[src/rtl/svpwm_duty.sv]
// Space-vector PWM duty generator: alpha/beta voltages in, three clamped compare values out.
// Five-state sequential datapath (IDLE, MUL, PHASE, INJECT, OUT), one conversion per 5 clocks.
module svpwm_duty #(
    parameter int D_WIDTH    = 32,
    parameter int Q_BITS     = 10,
    parameter int DUTY_WIDTH = 16,
    parameter int PWM_MAX    = 1000
) (
    input  logic                  clk,
    input  logic                  rstb,
    input  logic [D_WIDTH-1:0]    alpha,
    input  logic [D_WIDTH-1:0]    beta,
    input  logic                  start,
    output logic                  busy,
    output logic                  done,
    output logic [DUTY_WIDTH-1:0] duty_a,
    output logic [DUTY_WIDTH-1:0] duty_b,
    output logic [DUTY_WIDTH-1:0] duty_c
);

    // Four guard bits keep every intermediate free of wrap-around for full-scale inputs.
    localparam int  W       = D_WIDTH + 4;
    localparam int  PW      = 2 * D_WIDTH;
    localparam real SQRT3_R = 1.7320508075688772;
    localparam logic signed [PW-1:0] SQRT3_Q = PW'($rtoi(SQRT3_R * (2.0 ** Q_BITS) + 0.5));
    localparam logic signed [W-1:0]  HALF    = W'(PWM_MAX >> 1);
    localparam logic signed [W-1:0]  PMAX    = W'(PWM_MAX);

    typedef enum logic [2:0] {IDLE, MUL, PHASE, INJECT, OUT} state_t;
    state_t state, state_nxt;

    logic signed [D_WIDTH-1:0] alpha_r, beta_r;
    logic signed [PW-1:0]      beta_x;
    logic signed [W-1:0]       alpha_w;
    logic signed [W-1:0]       term_r;
    logic signed [W-1:0]       va_r, vb_r, vc_r;
    logic signed [W-1:0]       vmax, vmin, voff;

    function automatic logic [DUTY_WIDTH-1:0] clampd(input logic signed [W-1:0] v);
        logic signed [W-1:0] s;
        s = HALF + v;
        if (s < 0)
            return '0;
        else if (s > PMAX)
            return DUTY_WIDTH'(PWM_MAX);
        else
            return DUTY_WIDTH'(s);
    endfunction

    always_ff @(posedge clk or negedge rstb) begin
        if (!rstb) state <= IDLE;
        else       state <= state_nxt;
    end

    always_comb begin
        state_nxt = state;
        case (state)
            IDLE:    if (start) state_nxt = MUL;
            MUL:     state_nxt = PHASE;
            PHASE:   state_nxt = INJECT;
            INJECT:  state_nxt = OUT;
            OUT:     state_nxt = IDLE;
            default: state_nxt = IDLE;
        endcase
    end

    assign busy    = (state != IDLE);
    assign beta_x  = PW'(beta_r);
    assign alpha_w = W'(alpha_r);

    // Common-mode offset: midpoint of the largest and smallest phase voltage.
    always_comb begin
        vmax = va_r;
        vmin = va_r;
        if (vb_r > vmax) vmax = vb_r;
        if (vc_r > vmax) vmax = vc_r;
        if (vb_r < vmin) vmin = vb_r;
        if (vc_r < vmin) vmin = vc_r;
        voff = (vmax + vmin) >>> 1;
    end

    always_ff @(posedge clk or negedge rstb) begin
        if (!rstb) begin
            alpha_r <= '0;
            beta_r  <= '0;
            term_r  <= '0;
            va_r    <= '0;
            vb_r    <= '0;
            vc_r    <= '0;
            duty_a  <= '0;
            duty_b  <= '0;
            duty_c  <= '0;
            done    <= 1'b0;
        end else begin
            done <= (state == OUT);
            case (state)
                IDLE: begin
                    if (start) begin
                        alpha_r <= $signed(alpha);
                        beta_r  <= $signed(beta);
                    end
                end
                MUL:    term_r <= W'((beta_x * SQRT3_Q) >>> Q_BITS);
                PHASE: begin
                    va_r <= alpha_w;
                    vb_r <= (term_r - alpha_w) >>> 1;
                    vc_r <= (-term_r - alpha_w) >>> 1;
                end
                INJECT: begin
                    va_r <= va_r - voff;
                    vb_r <= vb_r - voff;
                    vc_r <= vc_r - voff;
                end
                OUT: begin
                    duty_a <= clampd(va_r);
                    duty_b <= clampd(vb_r);
                    duty_c <= clampd(vc_r);
                end
                default: ;
            endcase
        end
    end

endmodule

[config.mk]
export PLATFORM = sky130hd
export DESIGN_NAME = svpwm_duty
export DESIGN_NICKNAME = d
export VERILOG_FILES = /design/src/rtl/svpwm_duty.sv
export SDC_FILE = /design/constraint.sdc
export NUM_CORES = 2
export LEC_CHECK = 0
export BUFFER_PORTS_ARGS = -buffer_cell sky130_fd_sc_hd__buf_2
export CAP_MARGIN = 20
export CORE_MARGIN = 3
export CORE_UTILIZATION = 50
export DETAILED_ROUTE_END_ITERATION = 6
export GPL_TIMING_DRIVEN = 0
export MAX_ROUTING_LAYER = met4
export PLACE_DENSITY = 0.67
export SLEW_MARGIN = 10
export SYNTH_ARGS = -nofsm -noshare
export SYNTH_HDL_FRONTEND = slang
export SYNTH_SLANG_ARGS = --single-unit
[constraint.sdc]
create_clock -name clk -period 22 [get_ports clk]
set_input_delay 0 -clock clk [delete_from_list [all_inputs] [get_ports clk]]
set_output_delay 0 -clock clk [all_outputs]
set_load 0.01 [all_outputs]
==> impl_metrics.toml <==
[timing]
finalCritPeriodShare_pct = 72.7
slew_violations = 0
fmax_ghz = 0.0625
rsz0062_at_grt = "no"
fin_setup_tns_ps = 0
period_minus_slack_ps = 16000
hold_viol_final = 0
tightest_slew_ps = 1230
setup_viol = 0
finClkSkew_ps = 22.0
slew-limit-headroom_pct = 18.0

[cts]
clk_root_buffer_cell = "clkbuf_16"
cts_buffer_depth = 3
hold_buffers = 68
htree_levels = 2
cts_tree = "done"
clk_pin_slew_ps = 60
cts_buffers = 39
clkLatencyLatePin_ps = 580
post_cts_resized = 0
clkSinkCount = 258
post_cts_buffers = 0

[worst_setup_path]
critPathArrivalTime_ps = 16450
crit_path_max_fanout = 10
max_stage_delay_ps = 860
cp-end-kind = "flip-flop"
crit_top_cell = "o21ai_0"
crit_path_top_delay_cell = "xnor2_1"
cp_data_required_time_ps = 22450
criticalPathCategory = "flip-flop to flip-flop"
critPathTopFamily = "compound AO/OA/AOI/OAI gates"
start_kind = "flip-flop"
cp.buffers_inverters = 4

[yosys]
async_flop_share_pct = 100
yosysTopAreaCell = "dfrtp_1"
synth-edff-count = 0
synth.distinct_cells = 88
yosysWarnings = 0
synth_area_leaders = "dfrtp_1 (19%), ha_1 (16%), fa_1 (11%), inv_1 (6.1%), o21ai_0 (5.1%)"
synth.cell_area_um2 = 34100
avgSynthCellArea_um2 = 8.04
synth-seq-cells = 258
seq_area_frac_synth_pct = 18.9
synth.net_count = 4948
synth_top_cell_area_share_pct = 18.9
syn_inst = 4244
synth-main-ff-cell = "dfrtp_1"

[floorplanning]
rows = 95
dieArea_um2 = 71400
coreArea_um2 = 67400
die_w_um = 267
start_util_pct = 50.6
die_h_um = 267
io_pins = 117

[layout]
finalNetCount = 5176
nFillCells = 6385
design_area_um2 = 37900
drive_gt1_share_pct = 5.58
syn_to_final_growth_pct = 11.1

[global_route]
grt_max_degree = 106
grt.overflow.total = 0
track_usage_pct = 34.7
antenna_found_initial = 7
grt_pass1_vias = 30600
grt_first_pass_wirelength_mm = 182

[detailed_routing]
drc = 0
routed_wirelength_mm = 121
avgRoutedWirePerCell_um = 22.4
postRouteAntennaNets = 0
detailroute.via_count = 31600
avgViaCountPerCell = 5.88
drt_iter0_markers = 2737
dr.pass1.iters = 6

[flow_run]
cap_violations = 0

[place]
postPlaceCellArea_um2 = 35900
place.gp.congestion = 1.05
place_hpwl_mm = 99.7
numPortBuffers = 116

[run_status]
status = "complete, no violations"

[worst_hold_path]
hold_path.class = "primary input to flip-flop"
[metal layers]
layer	vias up	part of all wire, %	global-route usage, %
met5	-	0	-
met4	0	5.0	14.8
met3	218	7.6	4.37
met2	1170	45	54.5
met1	15100	43	45.2
li1	15200	-	-
[placed cells by master, fill, tap and decap left out, types with 21 or more instances in the layout]
master and n:
a211oi_1 34, a21o_1 47, a21oi_1 334, a31oi_1 48, and2_1 34, buf_2 118, clkbuf_1 156, clkbuf_16 39
dfrtp_1 258, dlygate4sd3_1 68, fa_1 190, ha_1 447, inv_1 555, maj3_1 25, mux2i_1 90, nand2_1 371
nand2b_1 32, nand3_1 104, nand4_1 43, nor2_1 289, nor2b_1 32, nor3_1 101, o211ai_1 28, o21a_1 26
o21ai_0 349, o21bai_1 22, o22ai_1 45, o31ai_1 24, or2_2 21, or3_1 23, xnor2_1 158, xor2_1 76
[kinds of logic (layout without fill, tap and decap cells)]
family,after synthesis,count (layout),share of synthesized area [%]
mux,102,102,3.04
fa+ha+maj,666,666,28.4
other cells,0,8,0
buf+inv,730,986,8.10
simple gates,1134,1134,15.5
xor+xnor,234,234,6.01
compound gates,1120,1120,20.0
flops,258,258,18.9
[per-stage QoR]
stage	hold slack [ps]	util (%)	worst slack [ps]	instances
2_1_floorplan	-296	-	10680	4244
3_3_place_gp	200	53.1	6620	5233
3_5_place_dp	-22.0	53.2	6470	5236
4_1_cts	138	56.2	6390	5373
5_1_grt	177	56.2	5370	5380
6_report	169	56.2	6000	5381
[state kept, by name, summed over array words and instances (netlist names)]
signal,flops
alpha_r,32
beta_r,32
done,1
duty_a,16
duty_b,16
duty_c,16
state,3
term_r,34
va_r,36
vb_r,36
vc_r,36
[worst paths after layout]
kind,start,end,slack [ps],cells past startpoint
max in group asynchronous,rstb,alpha_r[30]$_DFFE_PN0P_,20060,5
setup reg to reg,va_r[33]$_DFFE_PN0P_,vb_r[33]$_DFFE_PN0P_,6000,47
hold / removal,beta[25],beta_r[25]$_DFFE_PN0P_,170,4
hold reg to reg,duty_b[3]$_DFFE_PN0P_,duty_b[3]$_DFFE_PN0P_,470,1
setup / recovery,va_r[33]$_DFFE_PN0P_,vb_r[33]$_DFFE_PN0P_,6000,47
min in group asynchronous,rstb,vc_r[18]$_DFFE_PN0P_,500,3
[worst min-delay path, cell delays in order]
cell,delay [ps]
dlygate4sd3_1,520
buf_2,90
nand2_1,30
o21ai_0,60
[cells in the mapped netlist (76+ instances only)]
cell,n
a21oi_1,334
clkbuf_1,152
dfrtp_1,258
fa_1,190
ha_1,447
inv_1,555
mux2i_1,90
nand2_1,371
nand3_1,104
nor2_1,289
nor3_1,101
o21ai_0,349
xnor2_1,158
xor2_1,76
[layout make-up]
class | count | area [µm²] | share of cell area, %
multi-input cells | 3256 | 24900 | 65.7
flip-flops and latches | 258 | 6460 | 17.0
inverters | 559 | 2100 | 5.54
repair buffers | 187 | 1340 | 3.54
well taps | 873 | 1090 | 2.88
clock buffers | 47 | 1050 | 2.76
plain buffers | 171 | 664 | 1.75
clock inverters | 22 | 270 | 0.713
diodes | 8 | 20.0 | 0.0528
Power is left out: the tool's default activity adds up to more than one toggle a clock period on the data nets, which glitch-free logic cannot reach.
